File: src/rtl/run_ctrl_stats_pkg.sv
// Shared run-controller definitions: FSM state codes, statistic select codes
// and the core-enable rule, kept next to the core definitions.
// Used by run_ctrl_stats and its testbench.
package run_ctrl_stats_pkg;

  localparam int RC_STAT_SEL_BIT = 2;

  localparam logic [1:0] RC_ST_PAUSE = 2'd0;
  localparam logic [1:0] RC_ST_RUN   = 2'd1;
  localparam logic [1:0] RC_ST_STEP  = 2'd2;
  localparam logic [1:0] RC_ST_HALT  = 2'd3;

  localparam logic [RC_STAT_SEL_BIT-1:0] RC_STAT_SEL_CYC = 2'd0;
  localparam logic [RC_STAT_SEL_BIT-1:0] RC_STAT_SEL_JMP = 2'd1;
  localparam logic [RC_STAT_SEL_BIT-1:0] RC_STAT_SEL_BR  = 2'd2;
  localparam logic [RC_STAT_SEL_BIT-1:0] RC_STAT_SEL_BRT = 2'd3;

  // The core runs in RUN and STEP, but never in a cycle where it already reports halt.
  function automatic logic rc_core_en(input logic [1:0] st, input logic halted);
    return ((st == RC_ST_RUN) || (st == RC_ST_STEP)) && !halted;
  endfunction

endpackage

File: src/rtl/run_ctrl_stats_btn_debounce.sv
// Purpose: 2-flop synchronizer plus level debouncer for one raw push-button.
// Latency: press pulse registered DebounceCycles+2 edges after the raw edge.
// Backpressure: none; press is a one-cycle pulse the consumer must take.
module btn_debounce #(
  parameter int DebounceCycles = 1000000
) (
  input  logic clk,
  input  logic rst,
  input  logic i_btn,
  output logic o_press
);

  localparam int CW = $clog2(DebounceCycles);
  localparam logic [CW-1:0] LIM = CW'(DebounceCycles - 1);

  logic          r_s1;
  logic          r_s2;
  logic          r_db;
  logic          r_press;
  logic [CW-1:0] r_cnt;
  logic          w_diff;
  logic          w_done;

  assign w_diff  = (r_s2 != r_db);
  assign w_done  = w_diff && (r_cnt == LIM);
  assign o_press = r_press;

  // Bring the asynchronous button level into the clock domain.
  always_ff @(posedge clk or posedge rst) begin
    if (rst) begin
      r_s1 <= 1'b0;
      r_s2 <= 1'b0;
    end else begin
      r_s1 <= i_btn;
      r_s2 <= r_s1;
    end
  end

  // Accept a new level only after it has differed for DebounceCycles edges in a row;
  // any return to the accepted level restarts the count.
  always_ff @(posedge clk or posedge rst) begin
    if (rst) begin
      r_db    <= 1'b0;
      r_cnt   <= '0;
      r_press <= 1'b0;
    end else begin
      if (w_done) begin
        r_db  <= r_s2;
        r_cnt <= '0;
      end else if (w_diff) begin
        r_cnt <= r_cnt + CW'(1);
      end else begin
        r_cnt <= '0;
      end
      r_press <= w_done && r_s2;
    end
  end

endmodule

File: src/rtl/run_ctrl_stats.sv
// Purpose: run/pause/step/halt controller for the core plus execution statistics.
// Latency: cpu_en combinational from state and halted; stat_out 1 cycle after sel_stat.
// Backpressure: none; halted drops cpu_en in the same cycle it is seen.
module run_ctrl_stats
  import run_ctrl_stats_pkg::*;
#(
  parameter int DebounceCycles = 1000000,
  parameter int CntWidth       = 32
) (
  input  logic                       clk,
  input  logic                       rst,
  input  logic                       btn_run,
  input  logic                       btn_step,
  input  logic                       halted,
  input  logic                       jumped,
  input  logic                       is_branch,
  input  logic                       branched,
  input  logic [RC_STAT_SEL_BIT-1:0] sel_stat,
  output logic                       cpu_en,
  output logic                       running,
  output logic                       is_halted,
  output logic [CntWidth-1:0]        stat_out
);

  logic                w_run_press;
  logic                w_step_press;
  logic                w_cpu_en;
  logic [1:0]          r_state;
  logic [1:0]          w_state_nxt;
  logic [CntWidth-1:0] r_cyc_cnt;
  logic [CntWidth-1:0] r_jmp_cnt;
  logic [CntWidth-1:0] r_br_cnt;
  logic [CntWidth-1:0] r_brt_cnt;
  logic [CntWidth-1:0] r_stat;

  btn_debounce #(.DebounceCycles(DebounceCycles)) u_db_run (
    .clk     (clk),
    .rst     (rst),
    .i_btn   (btn_run),
    .o_press (w_run_press)
  );

  btn_debounce #(.DebounceCycles(DebounceCycles)) u_db_step (
    .clk     (clk),
    .rst     (rst),
    .i_btn   (btn_step),
    .o_press (w_step_press)
  );

  assign w_cpu_en  = rc_core_en(r_state, halted);
  assign cpu_en    = w_cpu_en;
  assign running   = (r_state == RC_ST_RUN);
  assign is_halted = (r_state == RC_ST_HALT);
  assign stat_out  = r_stat;

  // Next state: halted beats a run press, which beats a step press; HALT only exits on rst.
  always_comb begin
    w_state_nxt = r_state;
    case (r_state)
      RC_ST_PAUSE: begin
        if (halted)            w_state_nxt = RC_ST_HALT;
        else if (w_run_press)  w_state_nxt = RC_ST_RUN;
        else if (w_step_press) w_state_nxt = RC_ST_STEP;
      end
      RC_ST_RUN: begin
        if (halted)            w_state_nxt = RC_ST_HALT;
        else if (w_run_press)  w_state_nxt = RC_ST_PAUSE;
      end
      RC_ST_STEP: begin
        if (halted)            w_state_nxt = RC_ST_HALT;
        else                   w_state_nxt = RC_ST_PAUSE;
      end
      default:                 w_state_nxt = RC_ST_HALT;
    endcase
  end

  // State register.
  always_ff @(posedge clk or posedge rst) begin
    if (rst) r_state <= RC_ST_PAUSE;
    else     r_state <= w_state_nxt;
  end

  // Statistics advance only in cycles the core actually executes; they wrap freely.
  always_ff @(posedge clk or posedge rst) begin
    if (rst) begin
      r_cyc_cnt <= '0;
      r_jmp_cnt <= '0;
      r_br_cnt  <= '0;
      r_brt_cnt <= '0;
    end else if (w_cpu_en) begin
      r_cyc_cnt <= r_cyc_cnt + CntWidth'(1);
      r_jmp_cnt <= r_jmp_cnt + CntWidth'(jumped);
      r_br_cnt  <= r_br_cnt  + CntWidth'(is_branch);
      r_brt_cnt <= r_brt_cnt + CntWidth'(branched);
    end
  end

  // Register the selected counter; it shows the value before this cycle's update.
  always_ff @(posedge clk or posedge rst) begin
    if (rst) begin
      r_stat <= '0;
    end else begin
      case (sel_stat)
        RC_STAT_SEL_CYC: r_stat <= r_cyc_cnt;
        RC_STAT_SEL_JMP: r_stat <= r_jmp_cnt;
        RC_STAT_SEL_BR:  r_stat <= r_br_cnt;
        default:         r_stat <= r_brt_cnt;
      endcase
    end
  end

endmodule

File: config.mk
export PLATFORM = sky130hd
export DESIGN_NAME = run_ctrl_stats
export DESIGN_NICKNAME = d
export VERILOG_FILES = /design/src/rtl/run_ctrl_stats_pkg.sv /design/src/rtl/run_ctrl_stats_btn_debounce.sv /design/src/rtl/run_ctrl_stats.sv
export SDC_FILE = /design/constraint.sdc
export NUM_CORES = 1
export LEC_CHECK = 0
export BUFFER_PORTS_ARGS = -buffer_cell sky130_fd_sc_hd__buf_2
export CAP_MARGIN = 20
export CORE_ASPECT_RATIO = 0.7
export CORE_MARGIN = 10
export CORE_UTILIZATION = 56
export DETAILED_ROUTE_END_ITERATION = 12
export GPL_TIMING_DRIVEN = 0
export PLACE_DENSITY = 0.77
export SYNTH_ARGS = -nofsm -noshare
export SYNTH_HDL_FRONTEND = slang
export SYNTH_HIERARCHICAL = 1
export SYNTH_SLANG_ARGS = --single-unit
File: constraint.sdc
create_clock -name clk -period 5.2 [get_ports clk]
set_clock_uncertainty 0.05 [all_clocks]
set_input_delay 0.52 -clock clk [delete_from_list [all_inputs] [get_ports clk]]
set_output_delay 0.52 -clock clk [all_outputs]
set_load 0.02 [all_outputs]
==> results of run 1 <==
-- layer usage --
layer  track usage  up-vias
li1              -     3124
met1         0.279     3345
met2         0.273      210
met3        0.0373       27
met4        0.0386        0
met5             0        -
-- sequential cells by signal, summed over array words and instances, names as in the netlist, 2 cells and up --
signal and count:
r_state 2, u_db_step/r_cnt 20, r_cyc_cnt 32, stat_out 32
r_brt_cnt 32, u_db_run/r_cnt 20, r_jmp_cnt 32, r_br_cnt 32
-- final timing paths --
kind                       cells past startpoint               startpoint  slack (ns)                   endpoint
min reg2reg                                    0  u_db_run/r_s1$_DFF_PP0_        0.33    u_db_run/r_s2$_DFF_PP0_
min                                            1                  btn_run        0.07    u_db_run/r_s1$_DFF_PP0_
max                                            7   r_state[0]$_DFFE_PP0P_        2.23                     cpu_en
max in group asynchronous                      4                      rst        3.71      stat_out[7]$_DFF_PP0_
max reg2reg                                    9   r_state[0]$_DFFE_PP0P_        2.44  r_brt_cnt[31]$_DFFE_PP0P_
min in group asynchronous                      3                      rst        0.49     r_state[0]$_DFFE_PP0P_
-- placed cells by master (no fill, tap or decap), types with 10 or more instances in the layout --
cell,Yosys,routed
ha_1,14,14
xnor2_1,90,90
clkbuf_1,9,12
and4_1,10,10
nor4_1,10,10
o21ai_0,12,12
nor2_1,71,71
clkbuf_16,0,23
or3_1,15,15
nand2_1,83,83
and3_1,20,20
buf_2,6,49
nand4_1,47,47
inv_1,18,17
a21oi_1,14,14
nand3_1,52,52
xor2_1,56,56
mux4_2,32,32
dfrtp_1,210,210
nor3_1,16,16
-- where the power goes --
part           internal (mW)  total, mW  switching, mW
combinational          0.175      0.450          0.275
clock                  0.921       1.57          0.654
sequential              1.72       1.83          0.105
total                   2.82       3.85           1.03
-- worst max-delay path: stages, from the launching register on --
cell and delay [ns]:
dfrtp_1 0.37, inv_1 0.07, ha_1 0.43, nand2b_1 0.10, buf_6 0.15, inv_6 0.10, clkbuf_1 0.41, buf_2 0.26
-- layout make-up --
class | instances | area [µm²] | share of cell area
Buffer | 18 | 82.6 | 0.00745
Clock buffer | 30 | 642 | 0.0579
Clock inverter | 10 | 91.3 | 0.00824
Inverter | 19 | 83.8 | 0.00756
Multi-Input combinational cell | 594 | 4390 | 0.396
Sequential cell | 210 | 5260 | 0.474
Tap cell | 231 | 289 | 0.0261
Timing Repair Buffer | 45 | 253 | 0.0228
-- cell families after synthesis --
| logic type | after synthesis |
|---|---|
| mux | 35 |
| xor+xnor | 147 |
| fa+ha+maj | 14 |
| flops | 210 |
| simple gates | 366 |
| buf+inv | 37 |
| compound gates | 32 |
-- stage by stage --
step | area (µm²) | setup slack (ns) | std cells | utilization
after floorplan | 9810 | 0.253 | 841 | -
after global placement | 10300 | -1.51 | 1114 | 0.600
after detailed placement | 10300 | 2.44 | 1115 | 0.602
after CTS | 11100 | 2.22 | 1156 | 0.646
after global routing | 11100 | 2.04 | 1157 | 0.646
final | 11100 | 2.23 | 1157 | 0.646
==> impl_results.md, run 1 <==
* Setup crit end kind: output pin
* WL/cell at 18.0 µm
* Cell Area, Synth at 0.00981 mm²
* Post-cts resize count at 0
* Yosys reg bits at 210
* Compound-gate portion of the synthesized area at 0.0212
* EDFF count, synth at 0
* Grt total ovfl at 0
* Worst path required time at 4.63 ns
* VDD IR-drop max at 0.236 mV
* Tot Pwr at 3.85 mW
* Sequential share of the synthesized area at 0.536
* CTS buffer count at 22
* All-Layer GR Usage at 0.185
* Antenna Violating Nets Remaining at 0
* Worst hold margin at 0.0740 ns
* Max-cap viol count at 0
* # clock sinks at 210
* Area contributors post-synth: dfrtp_1, xnor2_1, mux4_2
* CTS root buffer: clkbuf_16
* Status: finished, final reports clean
* Hold Vio Cnt, Final at 0
* Die Wd at 178 µm
* Drt first pass iters at 5
* Skew-Pair Late Insertion Delay at 0.50 ns
* Top layer used by detailed routing: met4
* Hpwl dp at 15000 µm
* Fillers at 1274
* Critical path class: reg2out
* Cell taking the most area after synthesis: dfrtp_1
* Initial Util at 0.571
* Share of layout cells above drive strength 1 at 0.157
* Diodes inserted at 0
* Final worst path period share at 0.570
* Cells after Synth at 841
* Post-synth ARST share at 1.00
* Yosys top cell area share at 0.536
* Area growth, synth to finish at 13.1%
* Mean post-synth cell area at 11.7 µm²
* CORE AREA at 0.0172 mm²
* Pin slew with the least headroom to its limit at 0.904 ns
* Yosys warning total at 6
* Initial antenna violation count at 0
* Met2 WL at 9120 µm
* Die Ht at 131 µm
* Port Buf Inserts at 42
* Total Die Area at 0.0233 mm²
* Max_slew headroom at 0.397
* Post-synthesis adder-cell area fraction at 0.0179
* Metal1 wirelength at 9860 µm
* Largest family of logic cells by synthesized area: simple AND/OR/NAND/NOR gates
* Bufs on Longest Clock Path at 3
* Leading register cell type out of synthesis: dfrtp_1
* Global-route wire length before repair at 34900 µm
* Leakage at 5.05 nW
* Post-Synth XOR/XNOR Area at 0.132
* Vias at 6706
* CTS H-Tree Depth at 1
* Unrepaired setup endpoints after global routing: no
* Critical path arrival at 2.40 ns
* Ports at 45
* Vias in the first global route at 6606
* Total negative setup slack at 0 ns
* Final nets at 934
* Top cells by instance count after synthesis: dfrtp_1, xnor2_1, nand2_1
* Unique masters post-synth at 50
* Clock transition at path regs at 0.06 ns
* Std-Cell Rows at 40
* Drt total wl at 20800 µm
* Final slew viol count at 0
* Post-CTS setup repair buffer count at 0
* Post-Synth Simple-Gate Area at 0.200
* Cts hold-fix bufs at 1
* Vias per Instance at 5.80
* Critical path peak fanout at 10
* Routed wl met3 at 1520 µm
* Drt first-iter violations at 564
* PwrDens at 348 mW/mm²
* Post-synth net total at 865
* Final setup violation count at 0
* Largest net degree at the start of global routing at 132
* TritonCTS clock tree: yes
* Final min period at 2.97 ns
* CP Launch Type: flop
* Most numerous cell in the Yosys netlist: dfrtp_1
* GPL Wtd Cong at 0.867
* F_max at 337 MHz
* DR DRC count at 0
* Mux share of post-synthesis cell area at 0.0768
* Hold crit path type: in2reg
No activity file was read; power rests on OpenSTA's default activity.
==> inputs of run 2 (changes only) <==
Settings changed: CORE_UTILIZATION 56 to 60, PLACE_DENSITY 0.77 to 0.78.
Clock period 5.2 ns to 3 ns, I/O delays scaled along.
==> run 2 against run 1 <==
Compared with the run above:
- combinational power rose by 80%
- count of clock-buffer cells in the layout is 1 lower
- via count is 1.4% higher
- core utilization is 5.7 points higher
- final area down 0.20%
- clock power increased by 64%
- cell count shrank 1.1%
- sequential share of layout area up 0.096 points
- largest cell class unchanged
- highest routed layer unchanged
==> impl_results.md, run 2 (same netlist as run 1, synthesis figures left out) <==
* Drt first-iter violations at 748 (+33%)
* CORE AREA at 0.0157 mm² (-8.3%)
* Layout Cells excl Fill at 1144 (-1.1%)
* Hold Vio Cnt, Final at 0 (unchanged)
* R2R cell count at 10 (+1)
* Global-route wire length before repair at 35700 µm (+2.2%)
* Placed cells at 1107 (-0.72%)
* CTS H-Tree Depth at 1 (unchanged)
* Share of layout cells above drive strength 1 at 0.150 (-0.00615)
* Area growth, synth to finish at 12.8%
* CP Launch Type: flop
* VDD IR-drop max at 0.392 mV (+66%)
* Antenna Violating Nets Remaining at 0 (unchanged)
* Worst path required time at 2.65 ns (-1.98 ns)
* TritonCTS clock tree: yes
* CTS root buffer: clkbuf_16
* Die Ht at 127 µm (-2.9%)
* Hold crit path type: in2reg
* Clock transition at path regs at 0.06 ns (about the same)
* Status: finished, final reports clean
* Critical path arrival at 2.47 ns (+0.07 ns)
* F_max at 355 MHz
* Commonest non-fill, non-tap cells in the layout: dfrtp_1, xnor2_1, nand2_1
* Post-CTS setup repair buffer count at 0 (unchanged)
* Max_slew headroom at 0.351 (-0.0463)
* Skew-Pair Late Insertion Delay at 0.50 ns (about the same)
* Std-Cell Rows at 38 (-5.0%)
* # clock sinks at 210 (unchanged)
* Max-cap viol count at 0 (unchanged)
* Leakage at 5.05 nW (about the same)
* Hold Path Stages at 4 (+3)
* Setup crit end kind: output pin
* Critical path class: reg2out
* Final slew viol count at 0 (unchanged)
* Vias in the first global route at 6772 (+2.5%)
* Drt first pass iters at 5 (unchanged)
* Final setup violation count at 0 (unchanged)
* Hpwl dp at 15600 µm (+4.5%)
* CTS buffer count at 20 (-9.1%)
* DR DRC count at 0 (unchanged)
* Unrepaired setup endpoints after global routing: no
* Most common cell after layout, fill and taps aside: dfrtp_1
* Die Wd at 173 µm (-3.0%)
* Final nets at 936 (+0.21%)
* Largest net degree at the start of global routing at 43 (-67%)
* Final non-filler cell area at 0.0111 mm² (-0.20%)
* Bufs on Longest Clock Path at 3 (unchanged)
* Vias at 6798 (+1.4%)
* Port Buf Inserts at 42 (unchanged)
* GPL Wtd Cong at 0.903 (+4.2%)
* Vias per Instance at 5.94 (+2.5%)
* Ports at 45 (unchanged)
* All-Layer GR Usage at 0.198 (+0.0122)
* Worst hold margin at 0.0854 ns (+0.0114 ns)
* Cts hold-fix bufs at 3 (+2)
* Critical path peak fanout at 10 (unchanged)
* Total Die Area at 0.0219 mm² (-5.8%)
* Tot Pwr at 6.56 mW (+70%)
* PwrDens at 593 mW/mm² (+71%)
* Diodes inserted at 0 (unchanged)
* Drt total wl at 21700 µm (+4.1%)
* Initial Util at 0.623 (+0.0519)
* Final worst path period share at 0.938
* Initial antenna violation count at 0 (unchanged)
* Post-cts resize count at 0 (unchanged)
* Final min period at 2.82 ns
* Placed inst area at 0.0104 mm² (+0.34%)
* Reg2Reg Setup Slack at 0.31 ns (-2.13 ns)
* WL/cell at 18.9 µm (+5.3%)
* Grt total ovfl at 0 (unchanged)
* Pin slew with the least headroom to its limit at 0.965 ns (+0.0615 ns)
## run 2: cell types whose count changed in the layout (fill, tap and decap cells not counted), sizes merged
cell | before | now
buf | 53 | 55
bufinv | 1 | 2
clkbuf | 39 | 38
clkinv | 4 | 3
clkinvlp | 4 | 1
dlygate4sd3 | 1 | 3
inv | 20 | 18
## run 2: through the flow
stage	setup slack [ns]	TNS (ns)	util
floorplan	0.593	0	-
global placement	-0.411	-65.23	0.654
detailed placement	0.346	0	0.659
CTS	0.198	0	0.703
global route	0.0690	0	0.703
finish	0.185	0	0.703
## run 2: metal layers
metal,global-route usage,up-vias,part of all wire
li1,-,3122,-
met1,0.278,3400,0.46
met2,0.297,234,0.44
met3,0.0554,42,0.078
met4,0.0506,0,0.023
met5,0,-,0
## run 2: path summary, 6_finish.rpt
kind / endpoint / start
setup / recovery: cpu_en / r_state[0]$_DFFE_PP0P_
hold / removal: r_br_cnt[0]$_DFFE_PP0P_ / is_branch
setup reg to reg: r_br_cnt[19]$_DFFE_PP0P_ / r_state[0]$_DFFE_PP0P_
hold reg to reg: u_db_step/r_s2$_DFF_PP0_ / u_db_step/r_s1$_DFF_PP0_
max in group asynchronous: stat_out[7]$_DFF_PP0_ / rst
min in group asynchronous: r_br_cnt[15]$_DFFE_PP0P_ / rst
## run 2: cell type report
cell class              instances  area (µm²)
plain buffers                  18        82.6
clock buffers                  29         586
clock inverters                 5        75.1
fillers                      1104        4670
inverters                      19        80.1
multi-input cells             594        4390
flip-flops and latches        210        5260
well taps                     220         275
repair buffers                 49         320
## run 2: worst max-delay path, stage by stage, from the launching register on
cell and delay (ns):
dfrtp_1 0.38, inv_1 0.07, ha_1 0.47, nand2b_1 0.12, buf_6 0.16, inv_6 0.10, clkbuf_1 0.42, buf_2 0.26
## run 2: power by group
group	switching (mW)	internal (mW)	total, mW	leakage (nW)
Clock	1.05	1.52	2.57	0.326
Sequential	0.198	2.99	3.19	2.85
Combinational	0.496	0.313	0.808	1.87
